===== config.mk =====
export PLATFORM = sky130hd
export DESIGN_NAME = lsu_dtcm_arb_flat
export DESIGN_NICKNAME = d
export VERILOG_FILES = /design/src/rtl/lsu_dtcm_arb_pkg.sv /design/src/rtl/lsu_dtcm_arb_if.sv /design/src/rtl/lsu_rsp_fifo.sv /design/src/rtl/lsu_dtcm_arb.sv /design/src/flat_wrapper.sv
export SDC_FILE = /design/constraint.sdc
export NUM_CORES = 1
export LEC_CHECK = 0
export ABC_AREA = 1
export CELL_PAD_IN_SITES_DETAIL_PLACEMENT = 0
export CELL_PAD_IN_SITES_GLOBAL_PLACEMENT = 1
export CORE_AREA = 3 3 137 139
export DETAILED_ROUTE_END_ITERATION = 7
export DIE_AREA = 0 0 140 142
export MAX_ROUTING_LAYER = met4
export PLACE_DENSITY_LB_ADDON = 0.1
export SLEW_MARGIN = 20
export SYNTH_ARGS = -nofsm -noshare
export SYNTH_HDL_FRONTEND = slang
export SYNTH_HIERARCHICAL = 1
export SYNTH_SLANG_ARGS = --single-unit

===== constraint.sdc =====
create_clock -name clk -period 6.8 [get_ports clk]
set_input_delay 1.02 -clock clk [delete_from_list [all_inputs] [get_ports clk]]
set_output_delay 1.02 -clock clk [all_outputs]
set_load 0.01 [all_outputs]

===== src/rtl/lsu_dtcm_arb_pkg.sv =====
// Shared defines for the LSU DTCM arbiter: widths, access-size encodings,
// the default response depth, and the load-result extension helper.
package lsu_dtcm_arb_pkg;

  localparam int unsigned XLEN              = 32;
  localparam int unsigned DTCM_ADDR_WIDTH   = 16;
  localparam int unsigned ITAG_WIDTH        = 4;
  localparam int unsigned RSP_DEPTH_DEFAULT = 2;

  typedef enum logic [1:0] {
    SizeByte = 2'b00,
    SizeHalf = 2'b01,
    SizeWord = 2'b10
  } size_e;

  typedef enum logic {
    SrcAgu = 1'b0,
    SrcExt = 1'b1
  } src_e;

  typedef struct packed {
    src_e                  src;
    logic                  read;
    size_e                 size;
    logic                  usign;
    logic [1:0]            off;
    logic [ITAG_WIDTH-1:0] itag;
  } inflight_t;

  typedef struct packed {
    src_e                  src;
    logic [ITAG_WIDTH-1:0] itag;
    logic [XLEN-1:0]       data;
  } rsp_t;

  // Select the addressed byte/half of the RAM word and extend it to XLEN.
  function automatic logic [XLEN-1:0] load_extend(input logic [XLEN-1:0] dout,
                                                  input size_e           size,
                                                  input logic [1:0]      off,
                                                  input logic            usign);
    logic [7:0]      b;
    logic [15:0]     h;
    logic [XLEN-1:0] res;
    b = dout[{off, 3'b000} +: 8];
    h = dout[{off[1], 4'b0000} +: 16];
    unique case (size)
      SizeByte: res = {{(XLEN-8){b[7] & ~usign}}, b};
      SizeHalf: res = {{(XLEN-16){h[15] & ~usign}}, h};
      default:  res = dout;
    endcase
    return res;
  endfunction

endpackage


===== src/rtl/lsu_dtcm_arb_if.sv =====
// Requester command/response handshakes and the DTCM port of the arbiter.
interface lsu_dtcm_arb_if;
  import lsu_dtcm_arb_pkg::*;

  logic                         agu_cmd_valid;
  logic                         agu_cmd_ready;
  logic [DTCM_ADDR_WIDTH-1:0]   agu_cmd_addr;
  logic                         agu_cmd_read;
  logic [XLEN-1:0]              agu_cmd_wdata;
  logic [XLEN/8-1:0]            agu_cmd_wmask;
  logic [1:0]                   agu_cmd_size;
  logic                         agu_cmd_usign;
  logic [ITAG_WIDTH-1:0]        agu_cmd_itag;

  logic                         ext_cmd_valid;
  logic                         ext_cmd_ready;
  logic [DTCM_ADDR_WIDTH-1:0]   ext_cmd_addr;
  logic                         ext_cmd_read;
  logic [XLEN-1:0]              ext_cmd_wdata;
  logic [XLEN/8-1:0]            ext_cmd_wmask;
  logic [1:0]                   ext_cmd_size;
  logic                         ext_cmd_usign;

  logic                         agu_rsp_valid;
  logic                         agu_rsp_ready;
  logic [XLEN-1:0]              agu_rsp_rdata;
  logic [ITAG_WIDTH-1:0]        agu_rsp_itag;

  logic                         ext_rsp_valid;
  logic                         ext_rsp_ready;
  logic [XLEN-1:0]              ext_rsp_rdata;

  logic                         ram_cs;
  logic                         ram_we;
  logic [DTCM_ADDR_WIDTH-3:0]   ram_addr;
  logic [XLEN/8-1:0]            ram_wem;
  logic [XLEN-1:0]              ram_din;
  logic [XLEN-1:0]              ram_dout;

  modport slave (
    input  agu_cmd_valid, agu_cmd_addr, agu_cmd_read, agu_cmd_wdata, agu_cmd_wmask,
           agu_cmd_size, agu_cmd_usign, agu_cmd_itag,
    output agu_cmd_ready,
    input  ext_cmd_valid, ext_cmd_addr, ext_cmd_read, ext_cmd_wdata, ext_cmd_wmask,
           ext_cmd_size, ext_cmd_usign,
    output ext_cmd_ready,
    output agu_rsp_valid, agu_rsp_rdata, agu_rsp_itag,
    input  agu_rsp_ready,
    output ext_rsp_valid, ext_rsp_rdata,
    input  ext_rsp_ready,
    output ram_cs, ram_we, ram_addr, ram_wem, ram_din,
    input  ram_dout
  );

  modport master (
    output agu_cmd_valid, agu_cmd_addr, agu_cmd_read, agu_cmd_wdata, agu_cmd_wmask,
           agu_cmd_size, agu_cmd_usign, agu_cmd_itag,
    input  agu_cmd_ready,
    output ext_cmd_valid, ext_cmd_addr, ext_cmd_read, ext_cmd_wdata, ext_cmd_wmask,
           ext_cmd_size, ext_cmd_usign,
    input  ext_cmd_ready,
    input  agu_rsp_valid, agu_rsp_rdata, agu_rsp_itag,
    output agu_rsp_ready,
    input  ext_rsp_valid, ext_rsp_rdata,
    output ext_rsp_ready,
    input  ram_cs, ram_we, ram_addr, ram_wem, ram_din,
    output ram_dout
  );

endinterface


===== src/rtl/lsu_rsp_fifo.sv =====
// Ordered response FIFO; pointers wrap modulo Depth, storage is not reset.
module lsu_rsp_fifo #(
  parameter int unsigned Width = 8,
  parameter int unsigned Depth = 2
) (
  input  logic                       clk,
  input  logic                       rst,
  input  logic                       push_i,
  input  logic [Width-1:0]           wdata_i,
  input  logic                       pop_i,
  output logic [Width-1:0]           rdata_o,
  output logic                       empty_o,
  output logic [$clog2(Depth+1)-1:0] count_o
);

  localparam int unsigned PtrW = (Depth > 1) ? $clog2(Depth) : 1;
  localparam int unsigned CntW = $clog2(Depth + 1);

  logic [Width-1:0] mem_q [Depth];
  logic [PtrW-1:0]  wptr_q, wptr_d, rptr_q, rptr_d;
  logic [CntW-1:0]  count_q, count_d;

  always_comb begin
    wptr_d  = wptr_q;
    rptr_d  = rptr_q;
    count_d = count_q;
    if (push_i) wptr_d = (wptr_q == PtrW'(Depth - 1)) ? '0 : wptr_q + PtrW'(1);
    if (pop_i)  rptr_d = (rptr_q == PtrW'(Depth - 1)) ? '0 : rptr_q + PtrW'(1);
    unique case ({push_i, pop_i})
      2'b10:   count_d = count_q + CntW'(1);
      2'b01:   count_d = count_q - CntW'(1);
      default: count_d = count_q;
    endcase
  end

  always_ff @(posedge clk) begin
    if (rst) begin
      wptr_q  <= '0;
      rptr_q  <= '0;
      count_q <= '0;
    end else begin
      wptr_q  <= wptr_d;
      rptr_q  <= rptr_d;
      count_q <= count_d;
    end
  end

  always_ff @(posedge clk) begin
    if (push_i) mem_q[wptr_q] <= wdata_i;
  end

  assign rdata_o = mem_q[rptr_q];
  assign empty_o = (count_q == '0);
  assign count_o = count_q;

endmodule


===== src/rtl/lsu_dtcm_arb.sv =====
// Round-robin arbiter between the AGU and an external requester for a
// single-port DTCM, returning extended load data through an ordered FIFO.
module lsu_dtcm_arb
  import lsu_dtcm_arb_pkg::*;
#(
  parameter int unsigned RSP_DEPTH = RSP_DEPTH_DEFAULT
) (
  input logic           clk,
  input logic           rst,
  lsu_dtcm_arb_if.slave bus
);

  localparam int unsigned CntW = $clog2(RSP_DEPTH + 1);

  src_e               rr_q, rr_d;
  logic               infl_vld_q;
  inflight_t          infl_q, infl_d;
  rsp_t               head, push_data;
  logic               fifo_empty;
  logic [CntW-1:0]    fifo_cnt;
  logic [CntW:0]      occ, limit;
  logic               head_vld, pop, can_issue, gnt_agu, gnt_ext, gnt;
  logic [DTCM_ADDR_WIDTH-1:0] win_addr;

  // A response popped this cycle frees its slot in time for a new grant.
  assign occ   = {1'b0, fifo_cnt} + (CntW+1)'(infl_vld_q);
  assign limit = (CntW+1)'(RSP_DEPTH) + (CntW+1)'(pop);

  always_comb begin
    head_vld  = ~fifo_empty & ~rst;
    pop       = head_vld & ((head.src == SrcAgu) ? bus.agu_rsp_ready : bus.ext_rsp_ready);
    can_issue = ~rst & (occ < limit);
    gnt_agu   = 1'b0;
    gnt_ext   = 1'b0;
    if (can_issue) begin
      if (bus.agu_cmd_valid && bus.ext_cmd_valid) begin
        if (rr_q == SrcExt) gnt_agu = 1'b1;
        else                gnt_ext = 1'b1;
      end else begin
        gnt_agu = bus.agu_cmd_valid;
        gnt_ext = bus.ext_cmd_valid;
      end
    end
    gnt  = gnt_agu | gnt_ext;
    rr_d = rr_q;
    if (gnt_ext)      rr_d = SrcExt;
    else if (gnt_agu) rr_d = SrcAgu;
  end

  always_comb begin
    infl_d = '0;
    if (gnt_ext) begin
      win_addr     = bus.ext_cmd_addr;
      infl_d.src   = SrcExt;
      infl_d.read  = bus.ext_cmd_read;
      infl_d.size  = size_e'(bus.ext_cmd_size);
      infl_d.usign = bus.ext_cmd_usign;
      bus.ram_wem  = bus.ext_cmd_wmask;
      bus.ram_din  = bus.ext_cmd_wdata;
    end else begin
      win_addr     = bus.agu_cmd_addr;
      infl_d.src   = SrcAgu;
      infl_d.read  = bus.agu_cmd_read;
      infl_d.size  = size_e'(bus.agu_cmd_size);
      infl_d.usign = bus.agu_cmd_usign;
      infl_d.itag  = bus.agu_cmd_itag;
      bus.ram_wem  = gnt ? bus.agu_cmd_wmask : '0;
      bus.ram_din  = bus.agu_cmd_wdata;
    end
    infl_d.off        = win_addr[1:0];
    bus.ram_cs        = gnt;
    bus.ram_we        = gnt & ~infl_d.read;
    bus.ram_addr      = win_addr[DTCM_ADDR_WIDTH-1:2];
    bus.agu_cmd_ready = gnt_agu;
    bus.ext_cmd_ready = gnt_ext;
  end

  always_comb begin
    push_data.src  = infl_q.src;
    push_data.itag = infl_q.itag;
    push_data.data = infl_q.read ?
                     load_extend(bus.ram_dout, infl_q.size, infl_q.off, infl_q.usign) : '0;
  end

  always_ff @(posedge clk) begin
    if (rst) begin
      rr_q       <= SrcExt;
      infl_vld_q <= 1'b0;
    end else begin
      rr_q       <= rr_d;
      infl_vld_q <= gnt;
    end
  end

  always_ff @(posedge clk) begin
    if (gnt) infl_q <= infl_d;
  end

  lsu_rsp_fifo #(
    .Width($bits(rsp_t)),
    .Depth(RSP_DEPTH)
  ) u_rsp_fifo (
    .clk    (clk),
    .rst    (rst),
    .push_i (infl_vld_q),
    .wdata_i(push_data),
    .pop_i  (pop),
    .rdata_o(head),
    .empty_o(fifo_empty),
    .count_o(fifo_cnt)
  );

  always_comb begin
    bus.agu_rsp_valid = head_vld & (head.src == SrcAgu);
    bus.ext_rsp_valid = head_vld & (head.src == SrcExt);
    bus.agu_rsp_rdata = head.data;
    bus.agu_rsp_itag  = head.itag;
    bus.ext_rsp_rdata = head.data;
  end

endmodule


===== src/flat_wrapper.sv =====
// flat-port wrapper written by rule: the top's interface ports become plain ports
module lsu_dtcm_arb_flat import lsu_dtcm_arb_pkg::*;
#(
  parameter int unsigned RSP_DEPTH = RSP_DEPTH_DEFAULT
)
  (clk, rst, bus_agu_cmd_valid, bus_agu_cmd_addr, bus_agu_cmd_read, bus_agu_cmd_wdata, bus_agu_cmd_wmask, bus_agu_cmd_size, bus_agu_cmd_usign, bus_agu_cmd_itag, bus_agu_cmd_ready, bus_ext_cmd_valid, bus_ext_cmd_addr, bus_ext_cmd_read, bus_ext_cmd_wdata, bus_ext_cmd_wmask, bus_ext_cmd_size, bus_ext_cmd_usign, bus_ext_cmd_ready, bus_agu_rsp_valid, bus_agu_rsp_rdata, bus_agu_rsp_itag, bus_agu_rsp_ready, bus_ext_rsp_valid, bus_ext_rsp_rdata, bus_ext_rsp_ready, bus_ram_cs, bus_ram_we, bus_ram_addr, bus_ram_wem, bus_ram_din, bus_ram_dout);
  lsu_dtcm_arb_if bus_i ();
  input logic clk;
  input logic rst;
  input wire logic [$bits(bus_i.agu_cmd_valid)-1:0] bus_agu_cmd_valid;
  input wire logic [$bits(bus_i.agu_cmd_addr)-1:0] bus_agu_cmd_addr;
  input wire logic [$bits(bus_i.agu_cmd_read)-1:0] bus_agu_cmd_read;
  input wire logic [$bits(bus_i.agu_cmd_wdata)-1:0] bus_agu_cmd_wdata;
  input wire logic [$bits(bus_i.agu_cmd_wmask)-1:0] bus_agu_cmd_wmask;
  input wire logic [$bits(bus_i.agu_cmd_size)-1:0] bus_agu_cmd_size;
  input wire logic [$bits(bus_i.agu_cmd_usign)-1:0] bus_agu_cmd_usign;
  input wire logic [$bits(bus_i.agu_cmd_itag)-1:0] bus_agu_cmd_itag;
  output wire logic [$bits(bus_i.agu_cmd_ready)-1:0] bus_agu_cmd_ready;
  input wire logic [$bits(bus_i.ext_cmd_valid)-1:0] bus_ext_cmd_valid;
  input wire logic [$bits(bus_i.ext_cmd_addr)-1:0] bus_ext_cmd_addr;
  input wire logic [$bits(bus_i.ext_cmd_read)-1:0] bus_ext_cmd_read;
  input wire logic [$bits(bus_i.ext_cmd_wdata)-1:0] bus_ext_cmd_wdata;
  input wire logic [$bits(bus_i.ext_cmd_wmask)-1:0] bus_ext_cmd_wmask;
  input wire logic [$bits(bus_i.ext_cmd_size)-1:0] bus_ext_cmd_size;
  input wire logic [$bits(bus_i.ext_cmd_usign)-1:0] bus_ext_cmd_usign;
  output wire logic [$bits(bus_i.ext_cmd_ready)-1:0] bus_ext_cmd_ready;
  output wire logic [$bits(bus_i.agu_rsp_valid)-1:0] bus_agu_rsp_valid;
  output wire logic [$bits(bus_i.agu_rsp_rdata)-1:0] bus_agu_rsp_rdata;
  output wire logic [$bits(bus_i.agu_rsp_itag)-1:0] bus_agu_rsp_itag;
  input wire logic [$bits(bus_i.agu_rsp_ready)-1:0] bus_agu_rsp_ready;
  output wire logic [$bits(bus_i.ext_rsp_valid)-1:0] bus_ext_rsp_valid;
  output wire logic [$bits(bus_i.ext_rsp_rdata)-1:0] bus_ext_rsp_rdata;
  input wire logic [$bits(bus_i.ext_rsp_ready)-1:0] bus_ext_rsp_ready;
  output wire logic [$bits(bus_i.ram_cs)-1:0] bus_ram_cs;
  output wire logic [$bits(bus_i.ram_we)-1:0] bus_ram_we;
  output wire logic [$bits(bus_i.ram_addr)-1:0] bus_ram_addr;
  output wire logic [$bits(bus_i.ram_wem)-1:0] bus_ram_wem;
  output wire logic [$bits(bus_i.ram_din)-1:0] bus_ram_din;
  input wire logic [$bits(bus_i.ram_dout)-1:0] bus_ram_dout;
  assign bus_i.agu_cmd_valid = bus_agu_cmd_valid;
  assign bus_i.agu_cmd_addr = bus_agu_cmd_addr;
  assign bus_i.agu_cmd_read = bus_agu_cmd_read;
  assign bus_i.agu_cmd_wdata = bus_agu_cmd_wdata;
  assign bus_i.agu_cmd_wmask = bus_agu_cmd_wmask;
  assign bus_i.agu_cmd_size = bus_agu_cmd_size;
  assign bus_i.agu_cmd_usign = bus_agu_cmd_usign;
  assign bus_i.agu_cmd_itag = bus_agu_cmd_itag;
  assign bus_agu_cmd_ready = bus_i.agu_cmd_ready;
  assign bus_i.ext_cmd_valid = bus_ext_cmd_valid;
  assign bus_i.ext_cmd_addr = bus_ext_cmd_addr;
  assign bus_i.ext_cmd_read = bus_ext_cmd_read;
  assign bus_i.ext_cmd_wdata = bus_ext_cmd_wdata;
  assign bus_i.ext_cmd_wmask = bus_ext_cmd_wmask;
  assign bus_i.ext_cmd_size = bus_ext_cmd_size;
  assign bus_i.ext_cmd_usign = bus_ext_cmd_usign;
  assign bus_ext_cmd_ready = bus_i.ext_cmd_ready;
  assign bus_agu_rsp_valid = bus_i.agu_rsp_valid;
  assign bus_agu_rsp_rdata = bus_i.agu_rsp_rdata;
  assign bus_agu_rsp_itag = bus_i.agu_rsp_itag;
  assign bus_i.agu_rsp_ready = bus_agu_rsp_ready;
  assign bus_ext_rsp_valid = bus_i.ext_rsp_valid;
  assign bus_ext_rsp_rdata = bus_i.ext_rsp_rdata;
  assign bus_i.ext_rsp_ready = bus_ext_rsp_ready;
  assign bus_ram_cs = bus_i.ram_cs;
  assign bus_ram_we = bus_i.ram_we;
  assign bus_ram_addr = bus_i.ram_addr;
  assign bus_ram_wem = bus_i.ram_wem;
  assign bus_ram_din = bus_i.ram_din;
  assign bus_i.ram_dout = bus_ram_dout;
  lsu_dtcm_arb #(.RSP_DEPTH(RSP_DEPTH)) u_core (.clk(clk), .rst(rst), .bus(bus_i));
endmodule

==> flow_summary.yaml, run 1 <==
sta:
  setup_total_negative_slack_ps: 0
  timing.max_slew.rel_slack: 0.394
  final_count_of_hold_timing_violations: 0
  layout_min_cycle_time_ps: 4720
  fmax_mhz: 212
  grt_setup_unrepaired: "false"
  tightest_slew_ps: 907
  final_min_period_over_clock_period: 0.694
  setup-violations-final: 0
  setup_slack_after_layout_ps: 2080
  timing_max_transition_violations_final: 0
  final.setup_skew_ps: 7.23
yosys:
  post_synth_num_cell_types: 32
  synthesis.nets: 739
  yosysWarningCount: 6
  post_synth_instance_area_um2: 5430
  synthTopCellsByArea: "sky130_fd_sc_hd__edfxtp_1 (47%), sky130_fd_sc_hd__nand2_1 (18%), sky130_fd_sc_hd__mux2_4 (8.3%), sky130_fd_sc_hd__buf_4 (4.8%), sky130_fd_sc_hd__dfxtp_1 (2.6%)"
  post_synthesis_cell_count: 582
  synth_sequential_area_ratio: 0.496
  synth.largest_area_cell: "sky130_fd_sc_hd__edfxtp_1"
  ys_seq_elements: 92
  netlist.area_leader.share: 0.470
  post_synth.cell_area_avg_um2: 9.33
clocking:
  h_tree_level_count: 3
  hold_buffers: 0
  cts_setup_buffers: 0
  post_cts.resized_instances: 0
  cts_tree: "yes"
  clock_path_buffers: 2
  clock_insertion_delay_worst_skew_ps: 340
  clock_sink_count: 92
  cts_inserted_buffers: 9
  cts_root_buffer: "sky130_fd_sc_hd__clkbuf_16"
  clkTransAtPathRegs_ps: 70
placement:
  place.port_buffers: 277
  dp_slack_ps: 2050
  gpl.final_weighted_congestion: 0.872
  detailed_place_hpwl_um: 13200
detailed_routing:
  wirelength_per_cell_um: 16.1
  vias_per_cell: 4.40
  detailedRoute.firstPassIterationCount: 4
  drc_errors: 0
  routed_wl_um: 17000
  drtIter0Drc: 232
  postRouteAntennaNets: 0
  via_count: 4632
run_status:
  outcome: "complete, no violations"
global_routing:
  number_of_antenna_violations_at_the_first_check_in_global_routing: 0
  first_global_vias: 4710
  grt_overflow_total: 0
  global_route.peak_usage_layer: "met2"
  gr-usage-all-layers: 0.169
  grt.met1_usage: 0.183
  global_route_wire_length_before_repair_um: 25300
  grt_util_met2: 0.310
  grt_start_max_net_pins: 60
  use_met3: 0.0450
floorplanning:
  start_util: 0.305
  boundaryPins: 278
  chipWidth_um: 140
  core_region_area_um2: 17800
  die_height_um: 142
  rows: 49
  total_die_area_um2: 19900
final_layout:
  layout_cells_sized_above_1: 0.0972
  top_library_cells_by_usage_in_the_layout_fill_and_taps_aside: "sky130_fd_sc_hd__clkdlybuf4s50_1 (277), sky130_fd_sc_hd__nand2_1 (255), sky130_fd_sc_hd__edfxtp_1 (85)"
  nNetsFinal: 975
  num_antenna_cells: 0
  layout_commonest_cell: "sky130_fd_sc_hd__clkdlybuf4s50_1"
  syn2layout_area_growth_pct: 53.9
worst_setup_path:
  critical_path.endpoint_type: "output pin"
  critical_path_class: "register to output pin"
  timing.reg2reg.setup_slack_ps: 3720
  worst-path-max-fanout: 59
  start_kind: "register"
  cp_data_arrival_time_ps: 3700
  cp_data_required_time_ps: 5780
pwr:
  power_per_cell_area_nw_per_um2: 221
  leakagePower_nw: 3.47
  ir_drop_mv: 0.106
worst_hold_path:
  hold_path.class: "register to register"
job:
  timing.max_cap.violations: 0
-- sequential cells by signal, indices dropped and copies added (netlist names), named ones only --
name                       flops
u_core/u_rsp_fifo/mem_q       74
u_core/u_rsp_fifo/count_o      2
u_core/u_rsp_fifo/rptr_q       1
u_core/infl_q                 11
u_core/rr_q                    1
u_core/infl_vld_q              1
u_core/u_rsp_fifo/wptr_q       1
-- cells by family (layout without fill, tap and decap cells) --
logic type | after synthesis | in the layout | share of synthesized area
AO/OA/AOI/OAI | 33 | 33 | 0.0353
flip-flops | 92 | 92 | 0.496
multiplexers | 37 | 37 | 0.0975
buffers and inverters | 93 | 334 | 0.112
adder cells (fa/ha/maj) | 3 | 3 | 0.00691
XOR/XNOR | 1 | 1 | 0.00161
AND/OR/NAND/NOR | 323 | 323 | 0.251
-- layout make-up --
type | instances | area, um^2
Sequential cell | 92 | 2690
Inverter | 37 | 141
Fill cell | 1680 | 9420
Clock buffer | 9 | 225
Multi-Input combinational cell | 397 | 2140
Tap cell | 229 | 287
Timing Repair Buffer | 281 | 2820
Clock inverter | 7 | 50.0
-- worst max-delay path, stage by stage, from the launching register on --
cell                              delay, ps
sky130_fd_sc_hd__dfxtp_2                310
sky130_fd_sc_hd__buf_4                  530
sky130_fd_sc_hd__mux2_2                 450
sky130_fd_sc_hd__nand2_1                 90
sky130_fd_sc_hd__nand2_1                 60
sky130_fd_sc_hd__nand3_1                 80
sky130_fd_sc_hd__nand2_2                 80
sky130_fd_sc_hd__nand3_2                 80
sky130_fd_sc_hd__buf_4                  500
sky130_fd_sc_hd__nand2_1                510
sky130_fd_sc_hd__inv_1                  140
sky130_fd_sc_hd__nor2_1                  60
sky130_fd_sc_hd__clkdlybuf4s50_1        470
-- power by group --
group | switching [W] | internal (W) | leakage (nW)
logic | 0.000298 | 0.000360 | 2.47
clock network | 0.000212 | 0.000250 | 0.137
registers | 0.0000287 | 0.000697 | 0.860
-- through the flow --
stage           util  std cells  instance area (um^2)  total power (W)  hold WS, ps
6_report       0.470       1052                  8360          0.00185          449
5_1_grt        0.470       1052                  8360          0.00194          476
4_1_cts        0.470       1052                  8360          0.00187          451
3_5_place_dp   0.455       1036                  8080          0.00141          435
3_3_place_gp   0.453       1035                  8060          0.00140          425
2_1_floorplan      -        582                  5430          0.00109          421
-- per-layer routing --
layer  vias up  part of all wire
met2       190              0.54
met5         -                 0
met3        11             0.078
met4         0             0.011
li1       2320                 -
met1      2111              0.37
-- worst paths after layout --
check | endpoint | cells after the start | start
max | bus_ram_we | 12 | register
max reg2reg | u_core/infl_q[8] | 9 | register
min | u_core/u_rsp_fifo/mem_q[1][34] | 0 | u_core/infl_q[2]
min reg2reg | u_core/u_rsp_fifo/mem_q[1][34] | 0 | u_core/infl_q[2]
-- cells in the mapped netlist (all sizes together) --
cell	count
buf	50
a21oi	13
nand4	2
xnor2	1
o21ai	11
nand3b	1
nand2	258
nor2	48
ha	3
inv	37
nand3	6
clkbuf	6
o211ai	7
mux2	37
dfxtp	7
o21a	2
and2	7
nor3	1
edfxtp	85
Power figures use the tool's default switching activity.
==> run 2, diff against run 1 <==
- CORE_AREA: 3 3 137 139 -> 3 3 141 143
- DIE_AREA: 0 0 140 142 -> 0 0 144 146
- clock period: 6.8 -> 4.35 ns (I/O delays scaled with it)
==> flow_summary.yaml, run 2 (same netlist as run 1, synthesis figures left out) <==
run_status:
  outcome: "complete, no violations"
detailed_routing:
  drc_errors: 0
  detailedRoute.firstPassIterationCount: 4
  wirelength_per_cell_um: 17.1
  drtIter0Drc: 185
  postRouteAntennaNets: 0
  vias_per_cell: 4.48
  via_count: 4748
  routed_wl_um: 18100
worst_setup_path:
  crit_path_end: "bus_ram_din[31]"
  critical_path_class: "input pin to output pin"
  timing.critical_path.max_delay_family: "buffers and inverters"
  cp_data_required_time_ps: 3700
  critical_path.endpoint_type: "output pin"
  worst-path-max-fanout: 40
  max_stage_delay_ps: 590
  setup_crit_start: "rst"
  timing.reg2reg.setup_slack_ps: 2020
  start_kind: "input pin"
  crit_path_cell_trace: "clkdlybuf4s50_1 -> nor2_1 -> nand3_1 -> nand2_2 -> nand3_2 -> buf_4 -> buf_4 -> nand2_1 -> nand2_1 -> clkdlybuf4s50_1"
  reg2reg_to: "u_core/u_rsp_fifo/mem_q[0][20]"
  cp_data_arrival_time_ps: 3050
  cp_bufs_invs: 4
  worstReg2RegStart: "u_core/infl_q[8]"
  depth_of_the_worst_register_to_register_path: 9
  number_of_gates_on_the_worst_path_with_buffers_counted: 10
  timing.critical_path.slowest_stage_cell: "sky130_fd_sc_hd__clkdlybuf4s50_1"
clocking:
  clkTransAtPathRegs_ps: 70
  cts_root_buffer: "sky130_fd_sc_hd__clkbuf_16"
  clock_insertion_delay_worst_skew_ps: 340
  h_tree_level_count: 3
  clock_path_buffers: 2
  clock_sink_count: 92
  hold_buffers: 0
  cts_tree: "yes"
  post_cts.resized_instances: 0
  cts_setup_buffers: 0
  cts_inserted_buffers: 9
final_layout:
  largest_register_ff_count: 74
  num-fill-cells: 1838
  num_antenna_cells: 0
  finalNonFillerCells: 1061
  layout_cells_sized_above_1: 0.103
  nNetsFinal: 979
  syn2layout_area_growth_pct: 55.0
  layout_commonest_cell: "sky130_fd_sc_hd__clkdlybuf4s50_1"
  top_library_cells_by_usage_in_the_layout_fill_and_taps_aside: "sky130_fd_sc_hd__clkdlybuf4s50_1 (277), sky130_fd_sc_hd__nand2_1 (255), sky130_fd_sc_hd__edfxtp_1 (85)"
  final_util: 0.450
  max_flop_register: "u_core/u_rsp_fifo/mem_q"
floorplanning:
  die_height_um: 146
  boundaryPins: 278
  total_die_area_um2: 21000
  core_region_area_um2: 18700
  rows: 50
  start_util: 0.290
  chipWidth_um: 144
pwr:
  power_per_cell_area_nw_per_um2: 351
  leakagePower_nw: 3.49
  ir_drop_mv: 0.149
global_routing:
  use_met3: 0.0513
  grt_overflow_total: 0
  first_global_vias: 4869
  global_route.peak_usage_layer: "met2"
  grt_util_met2: 0.318
  gr-usage-all-layers: 0.174
  grt_start_max_net_pins: 41
  global_route_wire_length_before_repair_um: 26700
  number_of_antenna_violations_at_the_first_check_in_global_routing: 0
  grt.met1_usage: 0.179
sta:
  tightest_slew_ps: 712
  setup-violations-final: 0
  timing.max_slew.rel_slack: 0.526
  layout_min_cycle_time_ps: 3700
  timing_max_transition_violations_final: 0
  fmax_mhz: 270
  final.setup_skew_ps: 10.2
  setup_total_negative_slack_ps: 0
  final_min_period_over_clock_period: 0.851
  smallest_hold_slack_ps: 451
  grt_setup_unrepaired: "false"
  final_count_of_hold_timing_violations: 0
worst_hold_path:
  hp-start: "u_core/infl_q[0]"
  hold_path.class: "register to register"
placement:
  gpl.final_weighted_congestion: 1.02
  placed_cells: 1045
  place.port_buffers: 277
  detailed_place_hpwl_um: 14600
job:
  timing.max_cap.violations: 0
run 2: cell count changes in the layout (fill, tap and decap cells not counted), sizes merged:
cell,delta
buf,+4
clkbuf,+1
inv,-2
bufinv,+1
run 2: stage by stage:
step                      area, um^2  power [W]  worst slack [ps]
after floorplan                 5430    0.00171              1660
after global placement          8090    0.00219               652
after detailed placement        8110    0.00221               581
after CTS                       8410    0.00300               577
after global routing            8410    0.00311               429
final                           8410    0.00295               649
run 2: layout make-up:
class / count / area (um^2) / area share
inverter: 37 / 141 / 0.0168
clock inverter: 6 / 72.6 / 0.00862
multi-input combinational: 397 / 2140 / 0.254
tap: 234 / 293 / 0.0348
timing repair buffer: 285 / 2850 / 0.338
sequential: 92 / 2690 / 0.320
clock buffer: 10 / 229 / 0.0272
run 2: metal layers:
layer | share of wire | vias up
li1 | - | 2329
met1 | 0.37 | 2195
met2 | 0.54 | 207
met3 | 0.077 | 17
met4 | 0.016 | 0
met5 | 0 | -
run 2: report_power, final:
group | internal [W] | leakage, nW | switching [W]
logic | 0.000564 | 2.48 | 0.000471
registers | 0.00109 | 0.860 | 0.0000456
clock network | 0.000452 | 0.149 | 0.000330
run 2: worst reg2reg max path, cell delays in order (launching register included):
cell and delay, ps:
sky130_fd_sc_hd__edfxtp_1 670, sky130_fd_sc_hd__inv_2 370, sky130_fd_sc_hd__nand3_4 250, sky130_fd_sc_hd__inv_2 40, sky130_fd_sc_hd__nand2_1 60, sky130_fd_sc_hd__nand2_2 70
sky130_fd_sc_hd__nand2_1 70, sky130_fd_sc_hd__nand3_2 80, sky130_fd_sc_hd__nand2_4 320, sky130_fd_sc_hd__nor2_1 130
run 2: how the worst min path moves through the flow:
stage                                                end  slack [ps]  depth (start not counted)
final                     u_core/u_rsp_fifo/mem_q[0][32]         450                          0
after global placement    u_core/u_rsp_fifo/mem_q[0][32]         430                          0
after floorplan           u_core/u_rsp_fifo/mem_q[0][32]         420                          0
after CTS                 u_core/u_rsp_fifo/mem_q[0][32]         460                          0
after detailed placement  u_core/u_rsp_fifo/mem_q[1][32]         440                          0
after global routing      u_core/u_rsp_fifo/mem_q[1][36]         470                          0
==> run 3, diff against run 2 <==
- CORE_AREA: 3 3 141 143 -> 3 3 108 188
- CTS_CLUSTER_DIAMETER: default -> 50
- DIE_AREA: 0 0 144 146 -> 0 0 111 191
==> flow_summary.yaml, run 3 (same netlist as run 1, synthesis figures left out) <==
final_layout:
  num-fill-cells: 1829
  max_flop_register: "u_core/u_rsp_fifo/mem_q"
  top_library_cells_by_usage_in_the_layout_fill_and_taps_aside: "sky130_fd_sc_hd__clkdlybuf4s50_1 (277), sky130_fd_sc_hd__nand2_1 (255), sky130_fd_sc_hd__edfxtp_1 (85)"
  layout_cells_sized_above_1: 0.102
  largest_register_ff_count: 74
  layout_commonest_cell: "sky130_fd_sc_hd__clkdlybuf4s50_1"
  finalNonFillerCells: 1067
  nNetsFinal: 976
  syn2layout_area_growth_pct: 55.9
worst_setup_path:
  worst-path-max-fanout: 36
  crit_path_cell_trace: "clkdlybuf4s50_1 -> nor2_1 -> nand3_1 -> nand2_2 -> nand3_2 -> inv_2 -> buf_12 -> nand2_1 -> nand2_1 -> clkdlybuf4s50_1"
  cp_bufs_invs: 4
  cp_data_required_time_ps: 3700
  critical_path_class: "input pin to output pin"
  timing.critical_path.slowest_stage_cell: "sky130_fd_sc_hd__clkdlybuf4s50_1"
  timing.critical_path.max_delay_family: "buffers and inverters"
  depth_of_the_worst_register_to_register_path: 7
  critical_path.endpoint_type: "output pin"
  max_stage_delay_ps: 580
  timing.reg2reg.setup_slack_ps: 1880
  reg2reg_to: "u_core/u_rsp_fifo/mem_q[0][8]"
  worstReg2RegStart: "u_core/infl_q[8]"
  cp_data_arrival_time_ps: 2970
  start_kind: "input pin"
placement:
  detailed_place_hpwl_um: 14200
  placed_cells: 1049
  gpl.final_weighted_congestion: 0.776
  place.port_buffers: 277
global_routing:
  first_global_vias: 5085
  gr-usage-all-layers: 0.172
  grt_overflow_total: 0
  global_route_wire_length_before_repair_um: 27000
  number_of_antenna_violations_at_the_first_check_in_global_routing: 2
  grt_start_max_net_pins: 57
pwr:
  ir_drop_mv: 0.162
  netSwitchingFraction: 0.276
  net-switching-power_w: 0.000842
  power_per_cell_area_nw_per_um2: 361
  combPwrFrac: 0.340
  power.share.sequential: 0.372
  power.share.clock: 0.288
  leakagePower_nw: 3.50
  cellInternalPower_w: 0.00221
detailed_routing:
  vias_per_cell: 4.41
  wirelength_per_cell_um: 16.7
  postRouteAntennaNets: 0
  drtIter0Drc: 133
  via_count: 4703
  drc_errors: 0
  routed_wl_um: 17800
  detailedRoute.firstPassIterationCount: 4
sta:
  final.setup_skew_ps: 10.4
  layout_min_cycle_time_ps: 3630
  grt_setup_unrepaired: "false"
  setup-violations-final: 0
  fmax_mhz: 276
  timing.max_slew.rel_slack: 0.408
  tightest_slew_ps: 887
  final_min_period_over_clock_period: 0.834
  timing_max_transition_violations_final: 0
  setup_total_negative_slack_ps: 0
  final_count_of_hold_timing_violations: 0
clocking:
  clock_insertion_delay_worst_skew_ps: 340
  clkTransAtPathRegs_ps: 70
  h_tree_level_count: 3
  post_cts.resized_instances: 0
  cts_root_buffer: "sky130_fd_sc_hd__clkbuf_16"
  cts_tree: "yes"
  cts_inserted_buffers: 9
  hold_buffers: 0
  clock_sink_count: 92
  clock_path_buffers: 2
  cts_setup_buffers: 0
floorplanning:
  rows: 67
  total_die_area_um2: 21200
  die_height_um: 191
  chipWidth_um: 111
  boundaryPins: 278
  core_region_area_um2: 19000
  start_util: 0.285
worst_hold_path:
  timing.hold.worst_path_depth: 0
  min_delay_worst_endpoint: "u_core/u_rsp_fifo/mem_q[1][33]"
  hold_path.class: "register to register"
  hp-start: "u_core/infl_q[1]"
job:
  timing.max_cap.violations: 0
run_status:
  outcome: "complete, no violations"
==> run 3: cell count changes in the layout (fill, tap and decap cells not counted) <==
cell                         change
sky130_fd_sc_hd__clkinv_1        -1
sky130_fd_sc_hd__bufinv_16       +2
sky130_fd_sc_hd__inv_8           -1
sky130_fd_sc_hd__buf_4           -4
sky130_fd_sc_hd__diode_2         +2
sky130_fd_sc_hd__buf_16          +1
sky130_fd_sc_hd__clkinv_2        +1
sky130_fd_sc_hd__clkinvlp_4      +2
sky130_fd_sc_hd__clkbuf_1        -1
sky130_fd_sc_hd__clkinv_4        -2
sky130_fd_sc_hd__inv_6           -1
sky130_fd_sc_hd__inv_2           +1
==> run 3: how the worst max path moves through the flow <==
stage	from	to	slack (ps)	depth (start not counted)
final	rst	bus_ram_addr[11]	720	10
after global routing	rst	bus_ram_addr[11]	510	10
after floorplan	register	bus_ram_we	1660	12
after global placement	rst	bus_ram_addr[11]	760	10
after detailed placement	rst	bus_ram_addr[11]	700	10
after CTS	rst	bus_ram_addr[11]	670	10
==> run 3: cell type report <==
cell class	count	area, um^2	share of cell area
Antenna cell	2	5.00	0.000591
Multi-Input combinational cell	397	2140	0.253
Sequential cell	92	2690	0.318
Clock buffer	9	225	0.0266
Tap cell	241	302	0.0356
Timing Repair Buffer	282	2840	0.336
Clock inverter	7	115	0.0136
Inverter	37	141	0.0167
==> run 3: power groups by stage <==
stage | Clock, W | Combinational [W] | Sequential (W)
3_3_place_gp | 0 | 0.00104 | 0.00115
4_1_cts | 0.000907 | 0.00106 | 0.00114
6_report | 0.000882 | 0.00104 | 0.00114
5_1_grt | 0.000935 | 0.00113 | 0.00115
2_1_floorplan | 0 | 0.000574 | 0.00113
3_5_place_dp | 0 | 0.00106 | 0.00116
==> run 3: routing by layer <==
metal	GRT usage	wire, um
met5	-	0
met4	0.0616	327
met2	0.328	9840
met1	0.170	6510
met3	0.0399	1170
==> run 3: stage by stage <==
step / hold slack [ps] / worst slack, ps / utilization / total power [W] / cell area, um^2
after global routing: 475 / 508 / 0.445 / 0.00321 / 8460
after floorplan: 421 / 1660 / - / 0.00171 / 5430
final: 450 / 723 / 0.445 / 0.00306 / 8460
after global placement: 424 / 764 / 0.425 / 0.00219 / 8090
after detailed placement: 433 / 697 / 0.427 / 0.00221 / 8120
after CTS: 450 / 675 / 0.445 / 0.00311 / 8460
